**src/rtl/systolic_pkg.sv**
```systemverilog
// ============================================================================
// Module      : systolic_pkg
// Description : Shared sizes, lane type and feeder state encoding.
// Revision    : 1.0 - initial release
// ============================================================================
`default_nettype none

package systolic_pkg;

    localparam int N              = 4;
    localparam int DATA_W         = 8;
    localparam int LANE_LEN       = 2*N - 1;
    localparam int PROCESS_CYCLES = 3*N - 2;
    localparam int CNT_W          = 4;

    typedef logic [LANE_LEN-1:0][DATA_W-1:0] lane_t;

    typedef enum logic [1:0] {
        ST_IDLE   = 2'd0,
        ST_STREAM = 2'd1,
        ST_DONE   = 2'd2
    } feeder_state_e;

endpackage

`default_nettype wire

```
**src/rtl/feeder_lane.sv**
```systemverilog
// ============================================================================
// Module      : feeder_lane
// Description : Parallel-load lane that shifts toward slot 0 with zero fill.
// Revision    : 1.0 - initial release
// ============================================================================
`default_nettype none

module feeder_lane
    import systolic_pkg::*;
(
    input  logic  i_clk,
    input  logic  i_arst,
    input  logic  i_load,
    input  logic  i_shift,
    input  lane_t i_data,
    output lane_t o_data
);

    lane_t slot_q;
    lane_t slot_d;

    always_comb begin
        slot_d = slot_q;
        if (i_load) begin
            slot_d = i_data;
        end else if (i_shift) begin
            // Top slot refills with zero so trailing cycles feed no operands.
            slot_d = {DATA_W'(0), slot_q[LANE_LEN-1:1]};
        end
    end

    always_ff @(posedge i_clk or negedge i_arst) begin
        if (!i_arst) begin
            slot_q <= '0;
        end else begin
            slot_q <= slot_d;
        end
    end

    assign o_data = slot_q;

endmodule

`default_nettype wire

```
**src/rtl/systolic_feeder.sv**
```systemverilog
// ============================================================================
// Module      : systolic_feeder
// Description : Captures A/B and streams skewed operands into a 4x4 array.
// Revision    : 1.0 - initial release
// ============================================================================
`default_nettype none

module systolic_feeder
    import systolic_pkg::*;
(
    input  logic                                     i_clk,
    input  logic                                     i_arst,
    input  logic                                     i_valid,
    output logic                                     o_ready,
    input  logic [N-1:0][N-1:0][DATA_W-1:0]          i_a,
    input  logic [N-1:0][N-1:0][DATA_W-1:0]          i_b,
    output logic [N-1:0][LANE_LEN-1:0][DATA_W-1:0]   o_row,
    output logic [N-1:0][LANE_LEN-1:0][DATA_W-1:0]   o_col,
    output logic                                     o_doProcess,
    output logic                                     o_done
);

    feeder_state_e    state_q;
    feeder_state_e    state_d;
    logic [CNT_W-1:0] cnt_q;
    logic [CNT_W-1:0] cnt_d;
    logic             load;
    logic             shift;

    lane_t [N-1:0] row_load;
    lane_t [N-1:0] col_load;

    always_comb begin
        state_d     = state_q;
        cnt_d       = cnt_q;
        o_ready     = 1'b0;
        o_doProcess = 1'b0;
        o_done      = 1'b0;
        load        = 1'b0;
        shift       = 1'b0;
        case (state_q)
            ST_IDLE: begin
                o_ready = 1'b1;
                if (i_valid) begin
                    load    = 1'b1;
                    cnt_d   = '0;
                    state_d = ST_STREAM;
                end
            end
            ST_STREAM: begin
                o_doProcess = 1'b1;
                shift       = 1'b1;
                cnt_d       = cnt_q + 1'b1;
                if (cnt_q == CNT_W'(PROCESS_CYCLES - 1)) begin
                    state_d = ST_DONE;
                end
            end
            ST_DONE: begin
                o_done  = 1'b1;
                cnt_d   = '0;
                state_d = ST_IDLE;
            end
            default: begin
                cnt_d   = '0;
                state_d = ST_IDLE;
            end
        endcase
    end

    always_ff @(posedge i_clk or negedge i_arst) begin
        if (!i_arst) begin
            state_q <= ST_IDLE;
            cnt_q   <= '0;
        end else begin
            state_q <= state_d;
            cnt_q   <= cnt_d;
        end
    end

    // Lane l is delayed by l slots: operand k of lane l sits in slot l+k.
    for (genvar l = 0; l < N; l++) begin : g_skew_lane
        for (genvar s = 0; s < LANE_LEN; s++) begin : g_skew_slot
            if (s >= l && s < l + N) begin : g_operand
                assign row_load[l][s] = i_a[l][s-l];
                assign col_load[l][s] = i_b[s-l][l];
            end else begin : g_zero
                assign row_load[l][s] = '0;
                assign col_load[l][s] = '0;
            end
        end
    end

    for (genvar l = 0; l < N; l++) begin : g_lane
        feeder_lane u_row_lane (
            .i_clk   (i_clk),
            .i_arst  (i_arst),
            .i_load  (load),
            .i_shift (shift),
            .i_data  (row_load[l]),
            .o_data  (o_row[l])
        );

        feeder_lane u_col_lane (
            .i_clk   (i_clk),
            .i_arst  (i_arst),
            .i_load  (load),
            .i_shift (shift),
            .i_data  (col_load[l]),
            .o_data  (o_col[l])
        );
    end

endmodule

`default_nettype wire

```
**config.mk**
```make
export PLATFORM = sky130hd
export DESIGN_NAME = systolic_feeder
export DESIGN_NICKNAME = d
export VERILOG_FILES = /design/src/rtl/systolic_pkg.sv /design/src/rtl/feeder_lane.sv /design/src/rtl/systolic_feeder.sv
export SDC_FILE = /design/constraint.sdc
export NUM_CORES = 1
export LEC_CHECK = 0
export CORE_AREA = 8 8 273 275
export DETAILED_ROUTE_END_ITERATION = 12
export DIE_AREA = 0 0 281 283
export GPL_TIMING_DRIVEN = 0
export MAX_ROUTING_LAYER = met4
export PLACE_DENSITY_LB_ADDON = 0.2
export SYNTH_ARGS = -nofsm -noshare
export SYNTH_HDL_FRONTEND = slang
export SYNTH_SLANG_ARGS = --single-unit
export TNS_END_PERCENT = 30
```
**constraint.sdc**
```tcl
create_clock -name i_clk -period 3.5 [get_ports i_clk]
set_input_delay 0.7 -clock i_clk [delete_from_list [all_inputs] [get_ports i_clk]]
set_output_delay 0.7 -clock i_clk [all_outputs]
set_load 0.03 [all_outputs]
```
==> results by group <==
Outcome
  – Status: completed

Global route
  – First-pass GRT wire length: 105000 um
  – Largest net degree at the start of global routing: 119
  – Gr usage total: 18.0%
  – Number of global-route vias before repair: 15100
  – Gr ovfl total: 0
  – Initial antenna violation count: 6

Worst setup path
  – Reg2reg end: g_lane[0].u_row_lane.o_data[26]$_DFFE_PN0P_
  – CP Capture Type: output pin
  – Worst path bufs/invs: 7
  – Nature of the critical path startpoint: register
  – Arrival @ worst endpoint: 2590 ps
  – WP depth: 8
  – Crit-path max FO: 10
  – Critical path origin: state_q[1]$_DFFE_PN0P_
  – Worst Setup Path Type: register to output pin
  – Slowest CP cell: dlygate4sd2_1
  – CP endpoint: o_doProcess
  – CP Cell Sequence: buf_4 -> nand2b_1 -> buf_4 -> inv_2 -> buf_6 -> buf_6 -> buf_4 -> dlygate4sd2_1
  – Most used cell, CP: buf_4
  – Worst EP required: 2800 ps
  – Launch point of the worst reg-to-reg path: state_q[1]$_DFFE_PN0P_
  – R2R depth: 5
  – Cell family with most CP delay: buffers and inverters
  – Worst stage delay on the critical path: 430 ps
  – R2r setup slk: 1290 ps

Pwr
  – Logic pwr share: 51.3%
  – Clock network power share: 19.1%
  – Leakage: 11.2 nW
  – Worst vdd ir: 432 uV
  – Internal power: 0.0128 W
  – Tot Pwr: 0.0241 W
  – NetSw: 0.0113 W
  – Pwr per Cell Area: 981 nW/um2
  – Switch share: 46.8%
  – Seq pwr share: 29.6%

Clocking
  – Post-CTS setup buffers: 0
  – Clock Pin Slew Worst Setup and Hold Paths: 60 ps
  – Worst-Skew Late Latency: 570 ps
  – TritonCTS clock tree: yes
  – Maximum root-to-sink buffer count: 3
  – Root buffer cell: clkbuf_16
  – H-tree levels: 2
  – Total CTS buffers: 44
  – # clock sinks: 358

Synth
  – Cell variety after synth: 26
  – Gate Count Post-Synth: 1658
  – Post-synth EDFFs: 0
  – Synth warn: 0
  – Mapped cell area: 15300 um2
  – Async SR Flop Fraction: 100%
  – #FFs+latches synth: 358
  – Syn avg cell area: 9.25 um2
  – Synth Flop Type: dfrtp_1
  – Sequential share of the synthesized area: 58.4%

Detailed routing
  – Post-DRT Antenna Nets: 0
  – WL/cell: 21.2 um
  – Remaining DRCs: 0
  – Via density: 4.28
  – First DRT Iteration DRCs: 826
  – Via count: 14600
  – Drt total wl: 72100 um
  – Router iterations before antenna repair: 5

Layout
  – FILL cells: 7301
  – Register area: 8960 um2
  – Area of the multi-input gates: 5410 um2
  – Layout cells sized above 1: 9.85%
  – Nets: 2676
  – Area Growth Syn to Fin: 60.0%
  – Layout Cells excl Fill: 3402

Die
  – Io pins: 710
  – Die X: 281 um
  – Die ar.: 79500 um2
  – Core box area: 70500 um2
  – Die height: 283 um
  – Initial core utilization: 21.7%
  – Rows: 98

STA
  – Final setup fails: 0
  – Clock period minus worst slack: 3290 ps
  – Final period utilization: 94.1%
  – Skew final: 17.2 ps
  – Max Freq: 0.304 GHz
  – RSZ-0062 raised after global routing: false
  – Relative slew slack: 47.6%
  – Final Hold Viols: 0
  – Least-Margin Pin Slew: 787 ps
  – Max Slew Vio Count: 0

Placement
  – RD Place Congestion: 0.834
  – IO Port Bufs: 613
  – Dpl cells: 3319
  – Final HPWL DP: 55900 um

Hold path
  – HP Class: primary input to asynchronous set/reset pin

Run
  – Max Cap Viol: 0
## synth_stat cells, drive strengths merged, types with 2 or more instances
master,count,area (um2)
inv,3,11.3
nand2b,2,12.5
nor2,5,18.8
clkbuf,32,120
nor2b,2,12.5
a21oi,2,10.0
o21ai,161,806
dfrtp,358,8960
nand2,706,2650
a22oi,193,1450
buf,183,1190
ha,2,25.0
## routing by layer
| layer | routed length [um] | GRT usage (%) |
|---|---|---|
| met5 | 0 | - |
| met4 | 2320 | 6.23 |
| met3 | 5130 | 4.50 |
| met2 | 36700 | 30.9 |
| met1 | 28000 | 20.2 |
## layout by cell type (no fill, tap or decap), types with 2 or more instances in the layout
master,n
nand2b_1,2
bufinv_16,3
o21ai_1,33
clkbuf_1,45
nand2_1,706
clkbuf_8,7
conb_1,96
a21oi_1,2
nor2b_1,2
o21ai_0,128
buf_2,61
a22oi_1,193
buf_4,107
buf_16,3
clkdlybuf4s50_1,611
ha_1,2
clkinv_2,6
inv_6,2
buf_1,12
buf_6,3
nor2_1,5
clkbuf_16,45
inv_1,2
diode_2,6
dfrtp_1,358
## metrics by stage
step	hold slack (ps)	setup slack (ps)	util [%]	instance area [um2]	setup TNS [ps]
2_1_floorplan	404	1560	-	15700	0
3_3_place_gp	462	-15070	32.6	23000	-5368790
3_5_place_dp	468	462	32.8	23100	0
4_1_cts	3.82	96.0	34.8	24500	0
5_1_grt	27.0	39.0	34.8	24500	0
6_report	32.0	208	34.8	24500	0
## how the worst min path moves through the flow
stage	startpoint	endpoint	slack, ps	cells past startpoint
finish	i_arst	g_lane[1].u_col_lane.o_data[31]$_DFFE_PN0P_	30	1
global route	i_arst	g_lane[1].u_col_lane.o_data[39]$_DFFE_PN0P_	30	1
CTS	i_arst	g_lane[1].u_col_lane.o_data[39]$_DFFE_PN0P_	4	1
detailed placement	g_lane[0].u_row_lane.o_data[5]$_DFFE_PN0P_	g_lane[0].u_row_lane.o_data[5]$_DFFE_PN0P_	470	2
global placement	g_lane[0].u_col_lane.o_data[0]$_DFFE_PN0P_	g_lane[0].u_col_lane.o_data[0]$_DFFE_PN0P_	460	2
floorplan	i_arst	cnt_q[0]$_DFFE_PN0P_	400	0
## area by class of cell
cell class | count | area share [%]
Buffer | 215 | 5.33
Sequential cell | 358 | 36.5
Clock buffer | 65 | 5.18
Clock inverter | 12 | 0.592
Multi-Input combinational cell | 1177 | 22.0
Inverter | 3 | 0.0459
Antenna cell | 6 | 0.0612
Tap cell | 950 | 4.85
Timing Repair Buffer | 616 | 25.4
## power by group through the flow
stage	logic (W)	clock network, W	registers [W]
finish	0.0124	0.00459	0.00712
floorplan	0.00378	0	0.00975
CTS	0.0126	0.00475	0.00713
detailed placement	0.0126	0	0.00718
global placement	0.0125	0	0.00714
global route	0.0133	0.00492	0.00734
## cell families (layout without fill, tap and decap cells)
logic type / count (synthesis) / in the layout / share of synthesized area [%]
and+or+nand+nor: 718 / 718 / 17.7
AOI/OAI and AO/OA: 359 / 359 / 14.9
DFF: 358 / 358 / 58.4
buffers and inverters: 218 / 911 / 8.60
adders and majority gates: 2 / 2 / 0.163
other: 1 / 102 / 0.0245
xor gates and xnor gates: 1 / 1 / 0.0571
muxes: 1 / 1 / 0.0653
## state kept, by name, summed over array words and instances (netlist names)
| name | count |
|---|---|
| g_lane.u_col_lane.o_data | 176 |
| g_lane.u_row_lane.o_data | 176 |
| cnt_q | 4 |
| state_q | 2 |
## worst register-to-register path: stages, from the launching register on
cell      delay [ps]
dfrtp_1          360
buf_4            160
nor3b_2          210
buf_2            420
clkbuf_1         660
o21ai_0          230
## repair_timing
item                                    CTS  global route
hold buffers                              0             0
endpoints found under the setup margin    1             0
gates resized for setup                   1             0
(Power assumes the default switching activity.)
==> RTL edit: new RTL, same flow settings <==
Make the reset (`i_arst`) synchronous in 2 clocked blocks.
--- a/src/rtl/feeder_lane.sv
+++ b/src/rtl/feeder_lane.sv
@@ -30,5 +30,5 @@
     end
 
-    always_ff @(posedge i_clk or negedge i_arst) begin
+    always_ff @(posedge i_clk) begin
         if (!i_arst) begin
             slot_q <= '0;
--- a/src/rtl/systolic_feeder.sv
+++ b/src/rtl/systolic_feeder.sv
@@ -68,5 +68,5 @@
     end
 
-    always_ff @(posedge i_clk or negedge i_arst) begin
+    always_ff @(posedge i_clk) begin
         if (!i_arst) begin
             state_q <= ST_IDLE;
Formal check against the unedited RTL: differs if i_arst is asserted again (counterexample within 4 cycles, from zero or initial values and one cycle with i_arst low); with i_arst held inactive, the same outputs for 4 cycles.
==> RTL edit against the original RTL <==
Wire length increased by 9.0%. Critical endpoint is now o_done. Global-route usage increased by 1.2 points. Non-clock buffer count increased by 51. Largest cell class is now buffers. Die area unchanged. Clock skew decreased by 0.0012 ns. Count of clock-buffer cells in the layout decreased by 3. Sequential cell count unchanged. Area after synthesis decreased by 2.9%. Setup slack improved by 0.033 ns. Register-to-register slack improved by 0.05 ns. Design area decreased by 2.0%.
Power is not compared: it rests on default switching activity, and its combinational part moved more than twofold at a synthesized area within 25%.
==> RTL edit: results (changes against the original RTL) <==
====================================================================================
Combined global-route utilization of all metal layers .................        19.1%   +1.2 points
Average via count per standard cell ...................................         4.53   +5.9%
Share of layout cells above drive strength 1 ..........................        9.33%   -0.53 points
Met2 wire length ......................................................      39.1 mm   +6.5%
Max stage delay on crit path ..........................................      0.70 ns   +0.27 ns
Syn Area/Cell .........................................................     8.43 um2   -8.9%
Worst Slack Setup Final ...............................................     0.241 ns   +0.0328 ns
Reported net switching power ..........................................      4.10 mW
Met1 layer usage reported by global route .............................        22.2%   +2.0 points
Ranking of synthesized cells by area .................................. sky130_fd_sc_hd__dfxtp_1 (48%), sky130_fd_sc_hd__o2bb2ai_1 (10%), sky130_fd_sc_hd__a21oi_1 (9.6%)
GP Congestion .........................................................        0.857   +2.7%
Status ................................................................ finished clean
Largest net degree at the start of global routing .....................           13   -89%
Number of library cell types mapped by synthesis ......................           33   +27%
Routed length per placed instance .....................................      22.4 um   +5.8%
Proportion of synthesized chip area in sequential cells ...............        48.1%   -10 points
Pre-CTS setup slack ...................................................     0.155 ns   -0.307 ns
Min-Delay Path Class ..................................................      reg2reg
Top cells by count, synth ............................................. sky130_fd_sc_hd__dfxtp_1 (358), sky130_fd_sc_hd__a21oi_1 (285), sky130_fd_sc_hd__nand2_1 (194)
Cell area after placement .............................................   0.0225 mm2   -2.4%
Hold slack ............................................................     0.452 ns   +0.420 ns
Global-route wire length before repair ................................       112 mm   +6.6%
# port buffers ........................................................          611   -0.33%
Total CTS buffers .....................................................           45   +2.3%
Worst setup path end ..................................................       o_done
Fin Clk Skew ..........................................................    0.0160 ns   -0.00121 ns
Met3 wire len .........................................................      5.33 mm   +3.8%
Reg-to-reg slack, setup ...............................................      1.34 ns   +0.05 ns
Final wirelength ......................................................      78.6 mm   +9.0%
Worst slew slack as a fraction of its limit ...........................        26.0%   -22 points
Number of nets in the layout ..........................................         2781   +3.9%
R2r worst-path depth ..................................................            4   -1
Global routing usage on met2 ..........................................        32.7%   +1.9 points
Share of flip-flops with an asynchronous set or reset after synthesis .           0%   -100 points
Met3 routing resource usage after global routing ......................        4.73%   +0.24 points
Post-DP HPWL ..........................................................      62.3 mm   +11%
Number of antenna violations at the first check in global routing .....            8   +2
Routed length on met1 .................................................      32.3 mm   +15%
Violation count after the first detailed-routing iteration ............          807   -2.3%
Reg-to-reg startpoint .................................................   state_q[1]
Via count of the first global-routing pass ............................        16200   +7.0%
Crit Reg-Reg Endpoint ................................................. g_lane[0].u_col_lane.o_data[0]
Critical path data arrival time .......................................      2.56 ns   -0.03 ns
====================================================================================
==> RTL edit: cell types whose count changed after synthesis, sizes merged, moves of 6 or more <==
cell     change
a21oi      +283
a22o        +64
a22oi      -193
and3         +6
buf         -21
clkbuf      +77
dfrtp      -358
dfxtp      +358
nand2      -512
nor2       +181
o21ai       +25
o22ai        +7
o2bb2ai    +177
==> RTL edit: cell families after synthesis <==
family | synth area share, %
other | 0.0252
buffers and inverters | 10.1
AO/OA/AOI/OAI | 31.2
adder cells (fa/ha/maj) | 0.168
multiplexers | 0.0672
flip-flops | 48.1
AND/OR/NAND/NOR | 10.4
==> RTL edit: repair_timing <==
action,4_1_cts,5_1_grt
setup buffers,0,0
setup endpoints to repair,1,0
gates resized for setup,4,0
==> RTL edit: final cells by class <==
cell class,instances,area (um2)
fillers,7349,46500
clock buffers,62,1280
inverters,4,15.0
plain buffers,271,1490
clock inverters,17,199
diodes,4,10.0
well taps,950,1190
multi-input cells,1229,6580
repair buffers,611,6120
flip-flops and latches,358,7170
